--- src/rtl/ram_arb_pkg.sv ---
// Shared types for the two-port RAM arbiter: FSM encoding, master ids, response pipe entry.
// No logic of its own.
package ram_arb_pkg;

  typedef enum logic {
    ST_CLEAR = 1'b0,
    ST_RUN   = 1'b1
  } state_t;

  localparam int unsigned M0 = 0;
  localparam int unsigned M1 = 1;

  typedef struct packed {
    logic vld;
    logic owner;
  } rsp_t;

endpackage

--- src/rtl/rr_arbiter_2.sv ---
// Two-way round-robin arbiter: grant is combinational from req, pointer flips after every grant.
// Zero latency; a loser waits at most one cycle. No backpressure beyond the grant itself.
module rr_arbiter_2
  import ram_arb_pkg::*;
(
  input  logic       clk_i,
  input  logic       rst_i,
  input  logic       en_i,
  input  logic [1:0] req_i,
  output logic [1:0] gnt_o
);

  logic ptr_q;

  always_comb begin
    gnt_o = 2'b00;
    if (en_i) begin
      if (req_i == 2'b11) gnt_o = ptr_q ? 2'b10 : 2'b01;
      else                gnt_o = req_i;
    end
  end

  always_ff @(posedge clk_i) begin
    if (rst_i) begin
      ptr_q <= 1'(M0);
    end else if (|gnt_o) begin
      // Favour whoever did not just win.
      ptr_q <= gnt_o[0] ? 1'(M1) : 1'(M0);
    end
  end

endmodule

--- src/rtl/ram_arbiter_2p.sv ---
// Shares one single-port RAM between two masters, with an optional clear sweep after reset.
// Grant same cycle; read data READ_LATENCY cycles after grant. Masters hold req until gnt.
module ram_arbiter_2p
  import ram_arb_pkg::*;
#(
  parameter int unsigned ADDRESS_WIDTH  = 5,
  parameter int unsigned DATA_WIDTH     = 32,
  parameter int unsigned MEMORY_DEPTH   = 32,
  parameter int unsigned READ_LATENCY   = 1,
  parameter bit          CLEAR_ON_RESET = 1'b1,
  parameter logic [DATA_WIDTH-1:0] CLEAR_VALUE = '0
) (
  input  logic                     clk_i,
  input  logic                     rst_i,
  input  logic                     m0_req_i,
  input  logic                     m0_we_i,
  input  logic [ADDRESS_WIDTH-1:0] m0_addr_i,
  input  logic [DATA_WIDTH-1:0]    m0_wdata_i,
  output logic                     m0_gnt_o,
  output logic                     m0_rvalid_o,
  output logic [DATA_WIDTH-1:0]    m0_rdata_o,
  input  logic                     m1_req_i,
  input  logic                     m1_we_i,
  input  logic [ADDRESS_WIDTH-1:0] m1_addr_i,
  input  logic [DATA_WIDTH-1:0]    m1_wdata_i,
  output logic                     m1_gnt_o,
  output logic                     m1_rvalid_o,
  output logic [DATA_WIDTH-1:0]    m1_rdata_o,
  output logic                     ram_we_o,
  output logic [ADDRESS_WIDTH-1:0] ram_address_o,
  output logic [DATA_WIDTH-1:0]    ram_data_o,
  input  logic [DATA_WIDTH-1:0]    ram_data_i,
  output logic                     init_done_o
);

  localparam logic [ADDRESS_WIDTH-1:0] LAST_ADDR = ADDRESS_WIDTH'(MEMORY_DEPTH - 1);
  localparam state_t RESET_STATE = CLEAR_ON_RESET ? ST_CLEAR : ST_RUN;

  state_t                   state_q, state_d;
  logic [ADDRESS_WIDTH-1:0] clr_cnt_q;
  logic [1:0]               gnt;
  logic                     run_en;
  logic                     rd_grant;
  rsp_t                     rsp_in;
  rsp_t                     rsp_out;
  rsp_t                     pipe_q [READ_LATENCY];

  // rst_i is gated in so nothing is granted or returned while reset is being applied.
  assign run_en = (state_q == ST_RUN) && !rst_i;

  rr_arbiter_2 u_arb (
    .clk_i (clk_i),
    .rst_i (rst_i),
    .en_i  (run_en),
    .req_i ({m1_req_i, m0_req_i}),
    .gnt_o (gnt)
  );

  assign m0_gnt_o = gnt[M0];
  assign m1_gnt_o = gnt[M1];

  always_comb begin
    state_d = state_q;
    if (state_q == ST_CLEAR && clr_cnt_q == LAST_ADDR) state_d = ST_RUN;
  end

  always_ff @(posedge clk_i) begin
    if (rst_i) begin
      state_q   <= RESET_STATE;
      clr_cnt_q <= '0;
    end else begin
      state_q <= state_d;
      if (state_q == ST_CLEAR) clr_cnt_q <= clr_cnt_q + 1'b1;
    end
  end

  assign init_done_o = (state_q == ST_RUN);

  always_comb begin
    ram_we_o      = 1'b0;
    ram_address_o = '0;
    ram_data_o    = '0;
    rd_grant      = 1'b0;
    if (state_q == ST_CLEAR && !rst_i) begin
      ram_we_o      = 1'b1;
      ram_address_o = clr_cnt_q;
      ram_data_o    = CLEAR_VALUE;
    end else if (gnt[M0]) begin
      ram_we_o      = m0_we_i;
      ram_address_o = m0_addr_i;
      ram_data_o    = m0_wdata_i;
      rd_grant      = !m0_we_i;
    end else if (gnt[M1]) begin
      ram_we_o      = m1_we_i;
      ram_address_o = m1_addr_i;
      ram_data_o    = m1_wdata_i;
      rd_grant      = !m1_we_i;
    end
  end

  assign rsp_in = '{vld: rd_grant, owner: gnt[M1]};

  // Stage k holds the read granted k+1 cycles ago; the last stage lines up with ram_data_i.
  always_ff @(posedge clk_i) begin
    if (rst_i) begin
      for (int i = 0; i < int'(READ_LATENCY); i++) pipe_q[i] <= '0;
    end else begin
      pipe_q[0] <= rsp_in;
      for (int i = 1; i < int'(READ_LATENCY); i++) pipe_q[i] <= pipe_q[i-1];
    end
  end

  assign rsp_out     = pipe_q[READ_LATENCY-1];
  assign m0_rvalid_o = rsp_out.vld && !rst_i && (rsp_out.owner == 1'(M0));
  assign m1_rvalid_o = rsp_out.vld && !rst_i && (rsp_out.owner == 1'(M1));
  assign m0_rdata_o  = m0_rvalid_o ? ram_data_i : '0;
  assign m1_rdata_o  = m1_rvalid_o ? ram_data_i : '0;

endmodule

--- config.mk ---
export PLATFORM = sky130hd
export DESIGN_NAME = ram_arbiter_2p
export DESIGN_NICKNAME = d
export VERILOG_FILES = /design/src/rtl/ram_arb_pkg.sv /design/src/rtl/rr_arbiter_2.sv /design/src/rtl/ram_arbiter_2p.sv
export SDC_FILE = /design/constraint.sdc
export NUM_CORES = 1
export LEC_CHECK = 0
export ABC_AREA = 0
export CELL_PAD_IN_SITES_DETAIL_PLACEMENT = 1
export CELL_PAD_IN_SITES_GLOBAL_PLACEMENT = 1
export CORE_MARGIN = 1
export CORE_UTILIZATION = 13
export CTS_CLUSTER_SIZE = 12
export DETAILED_ROUTE_END_ITERATION = 8
export GPL_ROUTABILITY_DRIVEN = 0
export GPL_TIMING_DRIVEN = 0
export PLACE_DENSITY = 0.94
export SLEW_MARGIN = 30
export SYNTH_ARGS = -nofsm -noshare
export SYNTH_HDL_FRONTEND = slang
export SYNTH_SLANG_ARGS = --single-unit
--- constraint.sdc ---
create_clock -name clk_i -period 3.7 [get_ports clk_i]
set_input_delay 0.74 -clock clk_i [delete_from_list [all_inputs] [get_ports clk_i]]
set_output_delay 0.74 -clock clk_i [all_outputs]
set_load 0.03 [all_outputs]
==> flow_summary.json, run 1 <==
{
  "grt_usage_pct": 15.2,
  "nets": 503,
  "wirelength_um": 8420,
  "required_ps": 2960,
  "route.met3.wl_um": 571,
  "grt_pass1_wl_um": 12000,
  "rsz0062_at_grt": "false",
  "dr.pass1.iters": 4,
  "overflow": 0,
  "tritoncts": "built",
  "p_leak_nw": 1.70,
  "die_y_um": 101,
  "io_buffers": 218,
  "min_period_over_period_pct": 97.7,
  "ys.flop_type": "dfxtp_1",
  "core_um2": 9330,
  "cp_max_fo": 10,
  "hp-class": "reg2reg",
  "dr_wl_met2_um": 4560,
  "dp_slack_ps": -128,
  "die_area_um2": 10100,
  "crit_start": "rst_i",
  "diodes": 0,
  "dpl.hpwl_um": 7330,
  "clock_sinks": 9,
  "seq_area_um2": 180,
  "io_pins": 219,
  "num-fill-cells": 1140,
  "row_count": 35,
  "netlist_top_cells_area": "and2_1 34%, a22o_1 22%, dfxtp_1 14%",
  "grt_antenna_before_repair": 0,
  "syn_area_um2": 1270,
  "wl_met1_um": 3160,
  "clkSlewWorstSetupHoldPaths_ps": 50,
  "p_int_mw": 0.289,
  "drt-wirelength-per-cell_um": 16.3,
  "drcViolationCount": 0,
  "postLayoutSetupSlackWorst_ps": 86.2,
  "cts_buffers": 3,
  "hold_start": "u_arb.ptr_q",
  "p_seq_share_pct": 27.8,
  "die_w_um": 101,
  "drive_gt1_share_pct": 5.93,
  "final_util_pct": 39.6,
  "cp.arrival_ps": 2870,
  "syn_avg_cell_area_um2": 7.63,
  "cap_violations": 0,
  "fmax_mhz": 277,
  "powerDensity_nw_per_um2": 101,
  "finalSetupViolCount": 0,
  "clockBufferDepth": 2,
  "r2r-start": "clr_cnt_q[0]",
  "synth_top_cell_by_area": "and2_1",
  "swShare_pct": 22.2,
  "slew-limit-headroom_pct": 69.5,
  "hold_viol_final": 0,
  "top_layer": "met4",
  "first_global_vias": 2229,
  "worstMarginPinSlew_ps": 458,
  "start_util_pct": 13.6,
  "cts_root_buffer": "clkbuf_8",
  "cp-start-kind": "primary input",
  "combPwrFrac_pct": 40.2,
  "clkPwrFrac_pct": 32.0,
  "p_sw_mw": 0.0825,
  "synth_cell_types": 24,
  "synth-seq-area-share_pct": 14.2,
  "clk_latency_ps": 240,
  "synth_commonest_cells": "69 x and2_1, 32 x a22o_1, 9 x dfxtp_1, 9 x nor2_1, 8 x buf_2",
  "layout_min_cycle_time_ps": 3610,
  "ys_seq_elements": 9,
  "slew_violations": 0,
  "yosysWarnings": 0,
  "yosysTopAreaCellShare_pct": 34.1,
  "skew_ps": 1.74,
  "worstSetupPathType": "in2out",
  "htreeDepth": 1,
  "multiInputGateArea_um2": 985,
  "synth.most_common_cell": "and2_1",
  "syn_to_final_growth_pct": 192,
  "status": "completed",
  "ir_drop_v": 0.0000866,
  "grt_max_degree": 11,
  "vias": 2166,
  "synth_edf_count": 0,
  "synth_async_sr_flop_share_pct": 0,
  "netlist_instances": 166,
  "antenna_left": 0,
  "drt-vias-per-instance": 4.19,
  "drt_iter0_drc": 21,
  "syn-num-nets": 280,
  "endpoint_kind": "primary output"
}
power by group through the flow:
stage          clock (mW)  sequential, mW  combinational (mW)
2_1_floorplan           0           0.104              0.0176
3_3_place_gp            0           0.105               0.144
3_5_place_dp            0           0.105               0.149
4_1_cts             0.123           0.103               0.150
5_1_grt             0.132           0.104               0.158
6_report            0.119           0.103               0.149
area by class of cell:
cell class / count / area share, %
tap: 129 / 4.37
inverter: 4 / 0.407
timing repair buffer: 218 / 59.8
multi-input combinational: 137 / 26.7
buffer: 16 / 2.64
clock buffer: 4 / 1.22
sequential: 9 / 4.88
critical path, stage by stage:
cell and delay (ps):
clkdlybuf4s50_1 450, and3b_1 250, nand2_2 70, inv_2 70, clkbuf_1 370, a22o_1 230, clkdlybuf4s50_1 690
logic make-up (layout without fill, tap and decap cells):
logic type	after synthesis	after routing	share of synthesized area, %
XOR/XNOR	3	3	2.08
multiplexers	2	2	1.58
adder cells (fa/ha/maj)	2	2	1.98
AO/OA/AOI/OAI	40	40	28.1
AND/OR/NAND/NOR	90	90	43.6
buffers and inverters	20	242	8.50
flip-flops	9	9	14.2
worst paths after layout:
kind | to | slack, ps | depth (start not counted)
max | ram_data_o[7] | 90 | 7
min | u_arb.ptr_q | 520 | 2
max reg2reg | clr_cnt_q[4] | 2410 | 5
min reg2reg | u_arb.ptr_q | 520 | 2
sequential cells by signal (all words and copies together), names as in the netlist:
name / flops
clr_cnt_q: 5
init_done_o: 1
pipe_q: 2
u_arb.ptr_q: 1
metrics by stage:
stage / TNS, ps / instance area [um2] / hold WS (ps) / cells / total power [mW]
global placement: -999 / 3610 / 487 / 513 / 0.249
finish: 0 / 3690 / 519 / 517 / 0.372
floorplan: 0 / 1270 / 468 / 166 / 0.122
detailed placement: -2240 / 3610 / 510 / 513 / 0.254
CTS: 0 / 3660 / 524 / 517 / 0.376
global route: 0 / 3690 / 579 / 517 / 0.394
layout by cell type (no fill, tap or decap):
cell	n
nand2_1	2
dlygate4sd2_1	6
nor2b_1	1
buf_2	8
inv_1	2
and2_1	69
xnor2_1	1
nand2b_1	1
clkbuf_2	4
clkbuf_1	2
mux2i_1	2
a22o_1	32
inv_2	2
nor3b_4	1
and3b_1	3
nand4b_1	1
clkbuf_8	3
nor2_1	9
dfxtp_1	9
xor2_1	2
and3_1	1
a221o_1	6
a2bb2oi_1	1
dlymetal6s2s_1	13
o22ai_1	1
nand2_2	2
buf_6	3
ha_1	2
clkdlybuf4s50_1	199
layer usage:
layer	track usage [%]	vias up
li1	-	1022
met1	16.4	1031
met2	30.1	102
met3	2.91	11
met4	3.57	0
met5	0	-
repair_timing:
item | CTS | global route
endpoints found under the setup margin | 44 | 16
resized for setup | 11 | 13
hold buffers | 0 | 0
pin swaps | 0 | 1
buffers inserted | 0 | 0
(Power assumes the default switching activity.)
==> run 2, diff against run 1 <==
--- a/config.mk
+++ b/config.mk
@@ -9,12 +9,14 @@
 export CELL_PAD_IN_SITES_DETAIL_PLACEMENT = 1
 export CELL_PAD_IN_SITES_GLOBAL_PLACEMENT = 1
 export CORE_MARGIN = 1
-export CORE_UTILIZATION = 13
+export CORE_UTILIZATION = 11
+export CTS_CLUSTER_DIAMETER = 40
 export CTS_CLUSTER_SIZE = 12
 export DETAILED_ROUTE_END_ITERATION = 8
 export GPL_ROUTABILITY_DRIVEN = 0
 export GPL_TIMING_DRIVEN = 0
-export PLACE_DENSITY = 0.94
+export HOLD_SLACK_MARGIN = 0.02
+export PLACE_DENSITY = 0.85
 export SLEW_MARGIN = 30
 export SYNTH_ARGS = -nofsm -noshare
 export SYNTH_HDL_FRONTEND = slang
==> constraint.sdc (replaced) <==
create_clock -name clk_i -period 3.1 [get_ports clk_i]
set_input_delay 0.62 -clock clk_i [delete_from_list [all_inputs] [get_ports clk_i]]
set_output_delay 0.62 -clock clk_i [all_outputs]
set_load 0.03 [all_outputs]
==> flow_summary.json, run 2 (synthesis results as in run 1) <==
{
  "hold-path-cell-count": 2,
  "p_leak_nw": 1.78,
  "endpoint_kind": "primary output",
  "clockBufferDepth": 2,
  "ir_drop_v": 0.000192,
  "postLayoutSetupSlackWorst_ps": 113,
  "largest_reg_flops": 5,
  "worstMarginPinSlew_ps": 409,
  "slew-limit-headroom_pct": 72.6,
  "drt_iter0_drc": 80,
  "p_seq_share_pct": 23.4,
  "reg2reg_to": "clr_cnt_q[4]",
  "cts_buffers": 3,
  "first_global_vias": 2036,
  "dr.pass1.iters": 4,
  "skew_ps": 3.49,
  "drt-vias-per-instance": 3.98,
  "grt_pass1_wl_um": 10900,
  "diodes": 0,
  "core_um2": 11000,
  "p_sw_mw": 0.105,
  "powerDensity_nw_per_um2": 155,
  "min_to": "u_arb.ptr_q",
  "die_y_um": 109,
  "vias": 2104,
  "syn_to_final_growth_pct": 171,
  "dpl.hpwl_um": 7050,
  "required_ps": 2480,
  "num-fill-cells": 1341,
  "hp-class": "reg2reg",
  "slowest_stage": "clkdlybuf4s50_1",
  "drcViolationCount": 0,
  "slew_violations": 0,
  "min_period_over_period_pct": 96.4,
  "swShare_pct": 19.8,
  "layout_min_cycle_time_ps": 2990,
  "max_stage_delay_ps": 520,
  "antenna_left": 0,
  "row_count": 38,
  "cp-start-kind": "primary input",
  "drive_gt1_share_pct": 20.1,
  "finalSetupViolCount": 0,
  "grt_usage_pct": 11.9,
  "r2r_cells": 5,
  "fmax_mhz": 335,
  "clock_sinks": 9,
  "hold_viol_final": 0,
  "nets": 504,
  "p_int_mw": 0.425,
  "cts.hold.buffers_added": 0,
  "status": "completed",
  "r2r-start": "clr_cnt_q[0]",
  "die_w_um": 109,
  "path_cells": "clkdlybuf4s50_1 > and3b_1 > nand2_2 > inv_2 > clkbuf_4 > a221o_1 > dlygate4sd2_1",
  "hold_start": "u_arb.ptr_q",
  "cp_max_fo": 10,
  "start_util_pct": 11.5,
  "mostFrequentLayoutCell": "clkdlybuf4s50_1",
  "htreeDepth": 1,
  "grt_antenna_before_repair": 0,
  "cap_violations": 0,
  "clkPwrFrac_pct": 43.4,
  "reg_top3": "clr_cnt_q x5, pipe_q x2",
  "p_total_mw": 0.530,
  "regToRegSetupSlack_ps": 1790,
  "hold_ws_ps": 522,
  "io_buffers": 218,
  "final_cell_mix": "112 x clkdlybuf4s50_1, 69 x and2_1, 54 x clkbuf_2, 43 x dlygate4sd2_1, 32 x a22o_1",
  "drt-wirelength-per-cell_um": 15.2,
  "grt_max_degree": 11,
  "clkSlewWorstSetupHoldPaths_ps": 40,
  "io_pins": 219,
  "cp.arrival_ps": 2370,
  "combPwrFrac_pct": 33.3,
  "tritoncts": "built",
  "overflow": 0,
  "wirelength_um": 8060,
  "clk_latency_ps": 240,
  "largest_register": "clr_cnt_q",
  "dp_slack_ps": -481,
  "worstSetupPathType": "in2out",
  "die_area_um2": 11900,
  "cts_root_buffer": "clkbuf_16"
}
==> run 2: repair_timing <==
item,4_1_cts,5_1_grt
hold endpoints to repair,0,0
buffers inserted,0,1
pin swaps,0,1
setup endpoints to repair,104,75
resized for setup,138,95
==> run 2: area by class of cell <==
class | count | area (um2) | area share [%]
Inverter | 4 | 15.0 | 0.438
Multi-Input combinational cell | 137 | 986 | 28.8
Clock buffer | 4 | 78.8 | 2.30
Timing Repair Buffer | 219 | 1890 | 55.0
Tap cell | 140 | 175 | 5.11
Buffer | 16 | 106 | 3.10
Sequential cell | 9 | 180 | 5.26
==> run 2: critical path, delay by kind of cell <==
kind | cells | cell delay (ps)
AND/OR/NAND/NOR | 2 | 280
buffers and inverters | 4 | 1110
AO/OA/AOI/OAI | 1 | 350
==> run 2: through the flow <==
stage                     utilization, %  area (um2)  std cells  TNS, ps
final                               31.1        3430        529        0
after global routing                31.1        3430        529    -8.70
after CTS                           32.8        3620        528        0
after detailed placement            32.8        3620        524   -31100
after global placement              32.8        3620        524   -27220
after floorplan                        -        1270        166        0
==> run 2: power groups by stage <==
stage / Sequential, mW / Clock [mW] / Combinational, mW
2_1_floorplan: 0.124 / 0 / 0.0210
3_3_place_gp: 0.125 / 0 / 0.173
3_5_place_dp: 0.126 / 0 / 0.179
4_1_cts: 0.124 / 0.236 / 0.178
5_1_grt: 0.124 / 0.241 / 0.187
6_report: 0.124 / 0.230 / 0.176
==> run 2: how the worst max path moves through the flow <==
| stage | slack (ps) | endpoint | startpoint | cells after the start |
|---|---|---|---|---|
| after floorplan | 830 | m0_rdata_o[22] | rst_i | 4 |
| after global placement | -420 | m0_rdata_o[20] | rst_i | 6 |
| after detailed placement | -480 | m0_rdata_o[13] | rst_i | 6 |
| after CTS | 3 | ram_data_o[19] | rst_i | 8 |
| after global routing | -4 | m1_rdata_o[14] | rst_i | 6 |
| final | 110 | ram_address_o[4] | rst_i | 7 |
==> run 2: metal layers <==
metal	vias up	part of all wire, %	track usage, %
met2	95	54	24.0
met1	972	37	12.9
met3	4	8.2	2.37
li1	1033	-	-
met5	-	0	0
met4	0	0.29	1.24
